$ cat src/rtl/dot_pkg.sv
// Shared dot geometry and FSM state type for the dot collector and the dot array.
// Both stages import this package so they agree on dot positions.
package dot_pkg;

    localparam int unsigned NUM_DOTS = 10;

    typedef logic [9:0] coord_t;

    localparam coord_t DOT_X [NUM_DOTS] = '{
        10'd39, 10'd221, 10'd601, 10'd222, 10'd542,
        10'd424, 10'd151, 10'd41, 10'd387, 10'd489
    };

    localparam coord_t DOT_Y [NUM_DOTS] = '{
        10'd158, 10'd207, 10'd162, 10'd455, 10'd392,
        10'd349, 10'd302, 10'd28, 10'd115, 10'd210
    };

    typedef enum logic [1:0] {
        StIdle,
        StScan,
        StSettle,
        StCheck
    } state_t;

    // Absolute distance widened to 11 bits so the subtraction never wraps.
    function automatic logic [10:0] abs_diff(input coord_t a, input coord_t b);
        logic [10:0] wa;
        logic [10:0] wb;
        wa = {1'b0, a};
        wb = {1'b0, b};
        return (wa >= wb) ? (wa - wb) : (wb - wa);
    endfunction

    function automatic logic [3:0] popcount(input logic [NUM_DOTS-1:0] v);
        logic [3:0] cnt;
        cnt = '0;
        for (int i = 0; i < NUM_DOTS; i++) begin
            cnt = cnt + {3'b000, v[i]};
        end
        return cnt;
    endfunction

endpackage

$ cat src/rtl/dot_collector_if.sv
// Bus between the frame/player driver (master) and the dot collector (slave).
interface dot_collector_if;
    import dot_pkg::*;

    logic                frame_start;
    logic                restart;
    logic [9:0]          PlayerX;
    logic [9:0]          PlayerY;
    logic [NUM_DOTS-1:0] alive_10;
    logic [NUM_DOTS-1:0] kill_10;
    logic [15:0]         score;
    logic [3:0]          dots_left;
    logic                level_clear;
    logic                scan_busy;

    modport master (
        output frame_start, restart, PlayerX, PlayerY, alive_10,
        input  kill_10, score, dots_left, level_clear, scan_busy
    );

    modport slave (
        input  frame_start, restart, PlayerX, PlayerY, alive_10,
        output kill_10, score, dots_left, level_clear, scan_busy
    );

endinterface

$ cat src/rtl/score_counter.sv
// Saturating 16-bit score accumulator with synchronous clear and add-enable.
module score_counter #(
    parameter int unsigned POINTS = 10
) (
    input  logic        Clk,
    input  logic        Reset_n,
    input  logic        i_clear,
    input  logic        i_add,
    output logic [15:0] o_score
);

    logic [15:0] r_score;
    logic [16:0] w_sum;
    logic [15:0] w_next;

    always_comb begin
        w_sum  = {1'b0, r_score} + 17'(POINTS);
        w_next = w_sum[16] ? 16'hFFFF : w_sum[15:0];
    end

    always_ff @(posedge Clk) begin
        if (!Reset_n || i_clear) begin
            r_score <= '0;
        end else if (i_add) begin
            r_score <= w_next;
        end
    end

    assign o_score = r_score;

endmodule

$ cat src/rtl/dot_collector.sv
// Per-frame dot scanner: one dot per cycle against the player, kill pulses on hits,
// score keeping, remaining-dot count and sticky level-clear flag.
module dot_collector
    import dot_pkg::*;
#(
    parameter int unsigned HIT_RADIUS = 6,
    parameter int unsigned POINTS     = 10
) (
    input  logic          Clk,
    input  logic          Reset_n,
    dot_collector_if.slave bus
);

    localparam logic [3:0]  LAST_IDX = 4'(NUM_DOTS - 1);
    localparam logic [10:0] RADIUS   = 11'(HIT_RADIUS);

    state_t              r_state;
    state_t              w_state_next;
    logic [3:0]          r_idx;
    logic [3:0]          w_idx_next;
    logic [NUM_DOTS-1:0] r_kill;
    logic [NUM_DOTS-1:0] w_kill_next;
    logic [3:0]          r_dots_left;
    logic                r_level_clear;
    logic [10:0]         w_dx;
    logic [10:0]         w_dy;
    logic                w_hit;
    logic [3:0]          w_pop;

    always_comb begin
        w_dx  = abs_diff(bus.PlayerX, DOT_X[r_idx]);
        w_dy  = abs_diff(bus.PlayerY, DOT_Y[r_idx]);
        w_hit = (r_state == StScan) && bus.alive_10[r_idx] &&
                (w_dx <= RADIUS) && (w_dy <= RADIUS);
        w_pop = popcount(bus.alive_10);
    end

    always_comb begin
        w_kill_next = '0;
        if (w_hit) begin
            w_kill_next[r_idx] = 1'b1;
        end
    end

    always_comb begin
        w_state_next = r_state;
        w_idx_next   = r_idx;
        unique case (r_state)
            StIdle: begin
                if (bus.frame_start && !r_level_clear) begin
                    w_state_next = StScan;
                    w_idx_next   = '0;
                end
            end
            StScan: begin
                if (r_idx == LAST_IDX) begin
                    w_state_next = StSettle;
                end else begin
                    w_idx_next = r_idx + 4'd1;
                end
            end
            StSettle: w_state_next = StCheck;
            StCheck:  w_state_next = StIdle;
            default:  w_state_next = StIdle;
        endcase
    end

    // Restart behaves like reset here; the dot array restores its own alive flags.
    always_ff @(posedge Clk) begin
        if (!Reset_n || bus.restart) begin
            r_state       <= StIdle;
            r_idx         <= '0;
            r_kill        <= '0;
            r_dots_left   <= 4'(NUM_DOTS);
            r_level_clear <= 1'b0;
        end else begin
            r_state <= w_state_next;
            r_idx   <= w_idx_next;
            r_kill  <= w_kill_next;
            if (r_state == StCheck) begin
                r_dots_left   <= w_pop;
                r_level_clear <= r_level_clear | (w_pop == 4'd0);
            end
        end
    end

    score_counter #(
        .POINTS (POINTS)
    ) u_score (
        .Clk     (Clk),
        .Reset_n (Reset_n),
        .i_clear (bus.restart),
        .i_add   (w_hit),
        .o_score (bus.score)
    );

    assign bus.kill_10     = r_kill;
    assign bus.dots_left   = r_dots_left;
    assign bus.level_clear = r_level_clear;
    assign bus.scan_busy   = (r_state != StIdle);

endmodule

$ cat src/flat_wrapper.sv
// flat-port wrapper written by rule: the top's interface ports become plain ports
module dot_collector_flat import dot_pkg::*;
#(
    parameter int unsigned HIT_RADIUS = 6,
    parameter int unsigned POINTS     = 10
)
  (Clk, Reset_n, bus_frame_start, bus_restart, bus_PlayerX, bus_PlayerY, bus_alive_10, bus_kill_10, bus_score, bus_dots_left, bus_level_clear, bus_scan_busy);
  dot_collector_if bus_i ();
  input  logic Clk;
  input  logic Reset_n;
  input wire logic [$bits(bus_i.frame_start)-1:0] bus_frame_start;
  input wire logic [$bits(bus_i.restart)-1:0] bus_restart;
  input wire logic [$bits(bus_i.PlayerX)-1:0] bus_PlayerX;
  input wire logic [$bits(bus_i.PlayerY)-1:0] bus_PlayerY;
  input wire logic [$bits(bus_i.alive_10)-1:0] bus_alive_10;
  output wire logic [$bits(bus_i.kill_10)-1:0] bus_kill_10;
  output wire logic [$bits(bus_i.score)-1:0] bus_score;
  output wire logic [$bits(bus_i.dots_left)-1:0] bus_dots_left;
  output wire logic [$bits(bus_i.level_clear)-1:0] bus_level_clear;
  output wire logic [$bits(bus_i.scan_busy)-1:0] bus_scan_busy;
  assign bus_i.frame_start = bus_frame_start;
  assign bus_i.restart = bus_restart;
  assign bus_i.PlayerX = bus_PlayerX;
  assign bus_i.PlayerY = bus_PlayerY;
  assign bus_i.alive_10 = bus_alive_10;
  assign bus_kill_10 = bus_i.kill_10;
  assign bus_score = bus_i.score;
  assign bus_dots_left = bus_i.dots_left;
  assign bus_level_clear = bus_i.level_clear;
  assign bus_scan_busy = bus_i.scan_busy;
  dot_collector #(.HIT_RADIUS(HIT_RADIUS), .POINTS(POINTS)) u_core (.Clk(Clk), .Reset_n(Reset_n), .bus(bus_i));
endmodule
$ cat config.mk
export PLATFORM = sky130hd
export DESIGN_NAME = dot_collector_flat
export DESIGN_NICKNAME = d
export VERILOG_FILES = /design/src/rtl/dot_pkg.sv /design/src/rtl/dot_collector_if.sv /design/src/rtl/score_counter.sv /design/src/rtl/dot_collector.sv /design/src/flat_wrapper.sv
export SDC_FILE = /design/constraint.sdc
export NUM_CORES = 1
export LEC_CHECK = 0
export ABC_AREA = 1
export BUFFER_PORTS_ARGS = -buffer_cell sky130_fd_sc_hd__clkbuf_2
export CAP_MARGIN = 40
export CORE_ASPECT_RATIO = 1.1
export CORE_MARGIN = 2
export CORE_UTILIZATION = 55
export CTS_CLUSTER_SIZE = 30
export DETAILED_ROUTE_END_ITERATION = 8
export PLACE_DENSITY_LB_ADDON = 0.08
export SLEW_MARGIN = 20
export SYNTH_ARGS = -nofsm -noshare
export SYNTH_HDL_FRONTEND = slang
export SYNTH_SLANG_ARGS = --single-unit
$ cat constraint.sdc
create_clock -name Clk -period 5.1 [get_ports Clk]
set_clock_uncertainty 0.05 [all_clocks]
set_input_delay 0.51 -clock Clk [delete_from_list [all_inputs] [get_ports Clk]]
set_output_delay 0.51 -clock Clk [all_outputs]
set_load 0.02 [all_outputs]
# After elaboration in Yosys (flattened, before gate mapping)
# Memory sizes are Yosys's and may differ from the RTL's.
# Cells that the tools add are included.
# classes
n_addsub,15
mul,0
div,0
order_cmp,7
n_eq_ne,7
n_shift,0
n_mux,17
bitwise_logic,3
n_reduce_logical,15
# op_table
operator,n
subtractor 10 x 10 -> 11 bit,4
2-to-1 mux 10 bit,4
adder 4 x 1 -> 4 bit,8
"less-or-equal comparator 11 x 3 -> 1 bit, second input constant",2
2-to-1 mux 11 bit,2
>= comparator 10 bit,2
"adder 16 x 4 -> 17 bit, second input constant",1
2-to-1 mux 16 bit,1
2-to-1 mux 4 bit,2
one-hot mux 2 bit (4 select lines),1
one-hot mux 4 bit (2 select lines),1
">= comparator 5 bit, second input constant",1
logical AND 1 bit,5
"less-than comparator 4 x 5 -> 1 bit, second input constant",1
inverter 4 -> 5 bit,1
"adder 4 x 1 -> 4 bit, second input constant",1
binary-select mux 1 bit (select 4 bit),1
demux 1 bit (select 4 bit),1
"== test 2 bit, second input constant",2
"== test 4 bit, second input constant",1
">= comparator 4 x 1 -> 1 bit, second input constant",1
zero test 4 bit,1
2-to-1 mux 2 bit,2
"!= test 2 bit, second input constant",2
other kinds (13),16
# totals
reg_bits,37
latch_bits,0
ramBits,0
romBits,320
in_bits,34
memories,2
# memory_table
name,words,width,read_ports,rd_clocked_by_memory_dff,write_ports,line,text
(name not given),16,10,1,0,0,dot_collector.sv:31,"w_dx = abs_diff(bus.PlayerX, DOT_X[r_idx]);"
(name not given),16,10,1,0,0,dot_collector.sv:32,"w_dy = abs_diff(bus.PlayerY, DOT_Y[r_idx]);"

# Depth between registers and ports, before layout
# Gate-level depths: netlist of run 1.
# logic_depth
depth_word,11
mapped_depth,29

# By module
# Synthesis of run 1 repeated with hierarchy kept, for this count alone.
# hier_totals
cells_unflattened,788
area_unflattened_um2,4757.1
# by_module_without_submodules
module,n_inst,cells_each,area_per_inst_um2,seq_area_each_um2
dot_collector,1,671,3851.2,420.4
score_counter,1,117,905.9,320.3

# Worst setup path after synthesis of run 1
# OpenSTA, ideal clock, no wires.
# synth_timing
path_type,input-to-reg
startpoint,input port bus_alive_10[0]
endpoint,"register u_core.r_level_clear, in the netlist u_core.bus.level_clear"
setup_time_ns,0.123
arrival_ns,3.291
t_required_ns,4.927
path_slack_ns,1.636
cell_stages,13
n_path_buf,0
path_cell_list,ha_1 inv_1 fa_1 fa_1 fa_1 inv_1 fa_1 inv_1 fa_1 inv_1 nor2_1 nand4_1 a21oi_1
# synth_between
elab_chain_len,11
# synth_rtl
item,line,text
start: declaration,flat_wrapper.sv:15,input wire logic [$bits(bus_i.alive_10)-1:0] bus_alive_10;
adder 1 x 1 -> 2 bit,dot_pkg.sv:39,"cnt = cnt + {3'b000, v[i]};"
adder 4 x 1 -> 4 bit (8 in series),dot_pkg.sv:39,
zero test 4 bit,dot_collector.sv:82,r_level_clear <= r_level_clear | (w_pop == 4'd0);
bitwise OR 1 bit,dot_collector.sv:82,
end signal: assignment,dot_collector.sv:82,
end: declaration,dot_collector.sv:24,logic r_level_clear;
# No other way between the ends.
# A chain may end at the register's enable or synchronous reset.

# Worst setup path after layout of run 1
# layout_timing
startpoint,register u_core.r_idx[0]
endpoint,"register u_core.r_kill[3], in the netlist u_core.bus.kill_10[3]"
# layout_between
elab_chain_len,11
word_cells_on_any_way,29
classes_between,add/sub (4); order compare (6); mux (10); bitwise (2); reduce/logical (5); memory (2)
# layout_rtl
item,line,text
start: declaration,dot_collector.sv:19,logic [3:0] r_idx;
start signal: assignment,dot_collector.sv:78,r_idx <= w_idx_next;
inverter 4 -> 5 bit (not written as such),"dot_collector.sv:31, dot_collector.sv:32",
memory read (16 x 10 bit),--,
2-to-1 mux 10 bit (not written as such) (2 in series),dot_collector.sv:31,
subtractor 10 x 10 -> 11 bit or >= comparator 10 bit (tied branches),dot_pkg.sv:32,return (wa >= wb) ? (wa - wb) : (wb - wa);
2-to-1 mux 11 bit,dot_pkg.sv:32,
less-or-equal comparator 11 x 3 -> 1 bit,dot_collector.sv:34,(w_dx <= RADIUS) && (w_dy <= RADIUS);
logical AND 1 bit,dot_collector.sv:33,w_hit = (r_state == StScan) && bus.alive_10[r_idx] &&
logical AND 1 bit,dot_collector.sv:34,
inverter 1 bit (no line),--,
OR reduction 2 bit (no line),--,
end signal: assignment,dot_collector.sv:79,r_kill <= w_kill_next;
end: declaration,dot_collector.sv:21,logic [NUM_DOTS-1:0] r_kill;
# Parallel ways exist; a longest one is shown, timed or not. The select of a mux whose other input is x is not followed.

==> run metrics, run 1 <==
CTS sink count 37; post-route minimum period between 4000 and 5000 ps; multi-input gate area in the final layout between 3000 and 4000 um^2; top post-synthesis cells by count 221 x nand2_1, 149 x inv_1, 96 x nor2_1; RSZ-0062 raised after global routing no; Slew headroom about three fifths; fraction of registers with async set/reset 0%; top post-synthesis cells by area nand2_1 17%, dfxtp_1 15%, ha_1 14%, inv_1 12%, nor2_1 7.4%; quantity of gates resized following cts 0; number of global-route vias before repair ~4,700; clock slew at reported path FFs approximately 80 ps; critical path capture point type register; I/O pins 66; area grow syn2layout 10.3%; Synth Cell Area 4860 um^2; Clk Tree Root Cell clkbuf_8; nets roughly 970; die extent in y 103 um; Power Total ~930 uW; Crit Path Class reg2reg; share of cells above drive strength 1 13.3%; Synth area leader nand2_1; DRC Markers 0; Die W 93.6 um; cell area power density 173 nW/um^2; vias post-DR about 5,100; largest net degree at the start of global routing 23; M3 GR Usage 3.22%; DR pass1 iterations 5; pre-CTS setup slack slightly below 900 ps; Worst EP required 5280 ps; DR WL/cell approximately 13 um; Routed Wire Length about 12,000 um; Leakage Power approximately 0.0029 uW; final worst-path cycle share a little over four fifths; Critical Path AT 4470 ps; Yosys warnings 0; placed insts between 900 and 1,000; GRT met2 Usage approximately 47%; met1 Usage GRT 34.9%; fillers approximately 840; Setup Buffers After CTS 0; syn avg cell area approximately 6.0 um^2; prevailing post-synth register cell dfxtp_1; Hold/Removal Path Class reg2reg; grt ovf 0; first-pass GRT wire length around 21,000 um; share of Yosys cell area claimed by the top area cell type between 15 and 20%; Hold Vio Cnt, Final 0; die area 9600 um^2; via/cell ratio 5.19; CTS buffer count 5; Finish-stage setup viols 0; cells after synthesis about 810; total number of H-tree levels 2; initial antenna violation count 0; Slew Viols, Final 0; post-route ant nets 0; register area 741 um^2; fin cells 984; later-pin clock latency in the skew report 290 ps; Tot GR Track Use ~27%; syn_nets 910; most common cell in the synthesized netlist nand2_1; GRT Max-Usage Layer met2; setup tns final 0 ps; synthesis-stage register bit count 37; Core Region between 8000 and 9000 um^2; CTS hold repair buffers 0; drt initial violations about 190; Initial Util a little under three fifths; Post-synth EDFFs 0; antenna cells 0; input/output buffers 65; Cell variety after synth 42; Max Freq about 0.23 GHz; register area share after synthesis 15.2%; CTS tree done; status complete, no violations; number of core rows 35; Post-DP HPWL 10,300 um; Max VDD drop roughly 0.13 mV; Max clock buf depth 2; RePlAce Congestion ~0.92; final setup slack of the worst path approximately 800 ps; CP Max Fanout 22; maximum capacitance violations 0; Slew @ Worst Pin 613 ps; crit start category register
[state kept, by name, indices dropped and copies added, names as in the netlist]
name and cells:
u_core.bus.kill_10 10, u_core.bus.level_clear 1, u_core.u_score.o_score 16, u_core.bus.dots_left 4, u_core.r_idx 4, u_core.r_state 2
[power by group]
| part | switching (uW) | internal (uW) | total [uW] | leakage [uW] |
|---|---|---|---|---|
| Clock | 110 | 159 | 269 | 0.0000574 |
| Sequential | 3.86 | 291 | 294 | 0.000298 |
| Combinational | 230 | 133 | 362 | 0.00256 |
[path summary, 6_finish.rpt]
check	startpoint	to	slack, ps	depth (start not counted)
worst max-delay path	u_core.r_idx[0]	u_core.bus.kill_10[3]	810	22
worst min-delay path	u_core.bus.dots_left[0]	u_core.bus.dots_left[0]	410	2
worst max register to register	u_core.r_idx[0]	u_core.bus.kill_10[3]	810	22
worst min register to register	u_core.bus.dots_left[0]	u_core.bus.dots_left[0]	410	2
[cells by family after synthesis]
family,count (synthesis),share of synthesized area (%)
fa+ha+maj,65,18.3
xor+xnor,15,2.70
simple gates,424,38.0
compound gates,100,11.6
flops,37,15.2
buf+inv,170,14.1
[final cells by class]
class | instances | area share, %
Clock buffer | 6 | 1.54
Inverter | 158 | 11.1
Clock inverter | 2 | 0.701
Sequential cell | 37 | 13.8
Multi-Input combinational cell | 604 | 64.1
Tap cell | 111 | 2.59
Timing Repair Buffer | 66 | 6.21
[worst max-delay path, cell delays in order, from the launching register on]
cell     delay (ps)
dfxtp_1         610
inv_2           190
ha_1            320
inv_1           110
nor2_1           40
or2_2           340
inv_1            80
ha_1            330
nand2_1         100
nand2_1         100
a21oi_2         150
nand2_2          90
a21oi_2         300
nand2_1         100
nand2_1          90
nand2_1          50
nor2_1          110
nand2_1          90
nor2_4          460
nand2_4         200
nor2_4          150
nand2_2          60
nor2_1           90
[metrics by stage]
step,utilization [%],hold slack [ps],cell area [um^2]
after detailed placement,61.6,403,5240
after global routing,63.0,444,5360
after CTS,63.0,414,5360
after floorplan,-,441,4860
after global placement,61.6,402,5240
final,63.0,412,5360
[layer usage]
layer  routed length (um)  vias up
li1                     -     2632
met3                  581       22
met5                    0        -
met1                 5530     2327
met2                 6000      129
met4                  253        0
[placed cells by master, fill, tap and decap left out, types with 3 or more instances in the layout]
cell type	synthesis	routed
nand2_1	221	221
inv_1	149	149
nor2_1	96	96
clkbuf_2	0	65
ha_1	55	55
a21oi_1	50	50
nand3_1	48	48
dfxtp_1	37	37
o21ai_0	27	27
nand2_2	13	13
nor3_1	11	11
xor2_1	10	10
fa_1	10	10
nand4_1	9	9
inv_2	8	8
nor2_2	6	6
clkbuf_8	0	6
xnor2_1	5	5
nor2_4	4	4
o211ai_1	4	4
o21bai_1	4	4
a21oi_2	3	3
nand3_2	3	3
nand3b_1	3	3
Power figures use the tool's default switching activity.
==> run 2, diff against run 1 <==
clock period = 4.4 ns   (was 5.1 ns; I/O delays follow)
==> run metrics, run 2 (synthesis gave the netlist of run 1 again) <==
status complete, no violations; Die W 93.6 um; post-route ant nets 0; Hold Vio Cnt, Final 0; DP Area about 5300 um^2; Final Cell Area 5360 um^2; CTS sink count 37; Bufs and invs on worst path 5; Slew headroom a little under three fifths; reg2reg path depth 23; I/O pins 66; Max clock buf depth 2; Max VDD drop roughly 0.13 mV; number of core rows 35; nets between 900 and 1,000; fillers ~850; Finish-stage setup viols 0; DR pass1 iterations 5; hold path depth 2; worst r2r dst u_core.u_score.o_score[12]; vias post-DR roughly 5,000; R2R Setup Slk just over 400 ps; final worst-path cycle share between 90% and 100%; antenna cells 0; Setup Buffers After CTS 0; Max Freq 0.251 GHz; drt initial violations 225; crit start category register; initial antenna violation count 0; Slew @ Worst Pin between 600 and 700 ps; DR WL/cell 12.4 um; Crit Path Class reg2reg; max reg flops 16; total number of H-tree levels 2; via/cell ratio approximately 5.1; Routed Wire Length between 10,000 and 15,000 um; Power Total about 1000 uW; cell mode on critical path nand2_1; Initial Util a little under three fifths; CTS tree done; RSZ-0062 raised after global routing no; critical path capture point type register; Post-DP HPWL 10,300 um; cell area power density 187 nW/um^2; input/output buffers 65; RePlAce Congestion roughly 0.94; largest net degree at the start of global routing 20; die area 9600 um^2; DRC Markers 0; setup tns final 0 ps; CP Max Fanout 13; Leakage Power 0.00293 uW; final setup slack of the worst path a little over 400 ps; Worst EP required about 4500 ps; Tot GR Track Use around a quarter; clock slew at reported path FFs approximately 80 ps; die extent in y 103 um; Slew Viols, Final 0; fin cells 988; Hold Startpoint u_core.bus.dots_left[1]; Hold/Removal Path Class reg2reg; share of cells above drive strength 1 a little over an eighth; later-pin clock latency in the skew report slightly below 300 ps; CTS buffer count 5; worst r2r src u_core.r_idx[1]; first-pass GRT wire length between 20,000 and 25,000 um; commonest non-fill, non-tap cells in the layout 221 x nand2_1, 149 x inv_1, 96 x nor2_1; Clk Tree Root Cell clkbuf_8; maximum capacitance violations 0; placed insts 980; number of global-route vias before repair 4,503; Cell Chain, Critical Path inv_1 > ha_1 > inv_1 > nor2_1 > or2_2 > ha_1 > nand2_1 > inv_1 > nand2_1 > nor2_2 > nor2_2 > nand2_2 > inv_2 > nand2_1 > nand2_1 > nor2_1 > nand2_1 > nand2_1 > nor2_4 > buf_4 > nand3b_1 > nand2_1 > nor2_2; most common cell after layout, fill and taps aside nand2_1; critical path launch point u_core.r_idx[1]; Core Region around 8500 um^2; hold endpoint u_core.bus.dots_left[1]; post-route minimum period 3990 ps; CP peak stage delay 500 ps; Worst path slowest cell dfxtp_1; CP delay by family, top simple AND/OR/NAND/NOR gates; area grow syn2layout 10.4%; Critical Path AT roughly 4100 ps; grt ovf 0; pre-CTS setup slack between 400 and 500 ps
run 2: changes by cell type in the layout (fill, tap and decap cells not counted), sizes merged:
cell and change:
buf +4, clkbuf -1, bufinv -1, clkinv +2
run 2: through the flow:
step,hold slack [ps],utilization [%]
4_1_cts,428,63.0
2_1_floorplan,441,-
3_5_place_dp,409,62.0
3_3_place_gp,402,62.0
5_1_grt,450,63.1
6_report,424,63.1
run 2: cell type report:
class	instances	area [um^2]	share of cell area [%]
multi-input cells	604	3440	64.1
flip-flops and latches	37	741	13.8
inverters	158	593	11.1
repair buffers	70	363	6.77
well taps	111	139	2.59
clock buffers	5	68.8	1.28
clock inverters	3	17.5	0.327
run 2: power by group:
part	total, uW	switching, uW	internal, uW
combinational	425	270	155
sequential	338	1.63	337
clock	239	129	109
total	1000	401	601
run 2: worst max path at each step:
stage               depth (start not counted)  slack [ps]                         end
CTS                                        22         410  u_core.u_score.o_score[12]
finish                                     23         410  u_core.u_score.o_score[12]
floorplan                                  13        1010      u_core.bus.level_clear
global route                               24          10  u_core.u_score.o_score[12]
global placement                           22         560  u_core.u_score.o_score[12]
detailed placement                         22         430  u_core.u_score.o_score[12]
run 2: routing by layer:
layer	up-vias	global-route usage (%)	routed length [um]
li1	2640	-	-
met1	2215	34.9	5570
met2	131	45.4	5930
met3	15	2.85	584
met4	0	5.35	134
met5	-	0	0
run 2: timing repair:
action | CTS | global route
hold buffers | 0 | 0
endpoints found under the setup margin | 0 | 5
hold endpoints to repair | 0 | 0
resized for setup | 0 | 1
run 2: worst reg2reg max path, delay by kind of cell, from the launching register on:
kind	cells	cell delay, ps
flip-flops	1	500
buffers and inverters	5	770
adder cells (fa/ha/maj)	2	690
AND/OR/NAND/NOR	16	1900
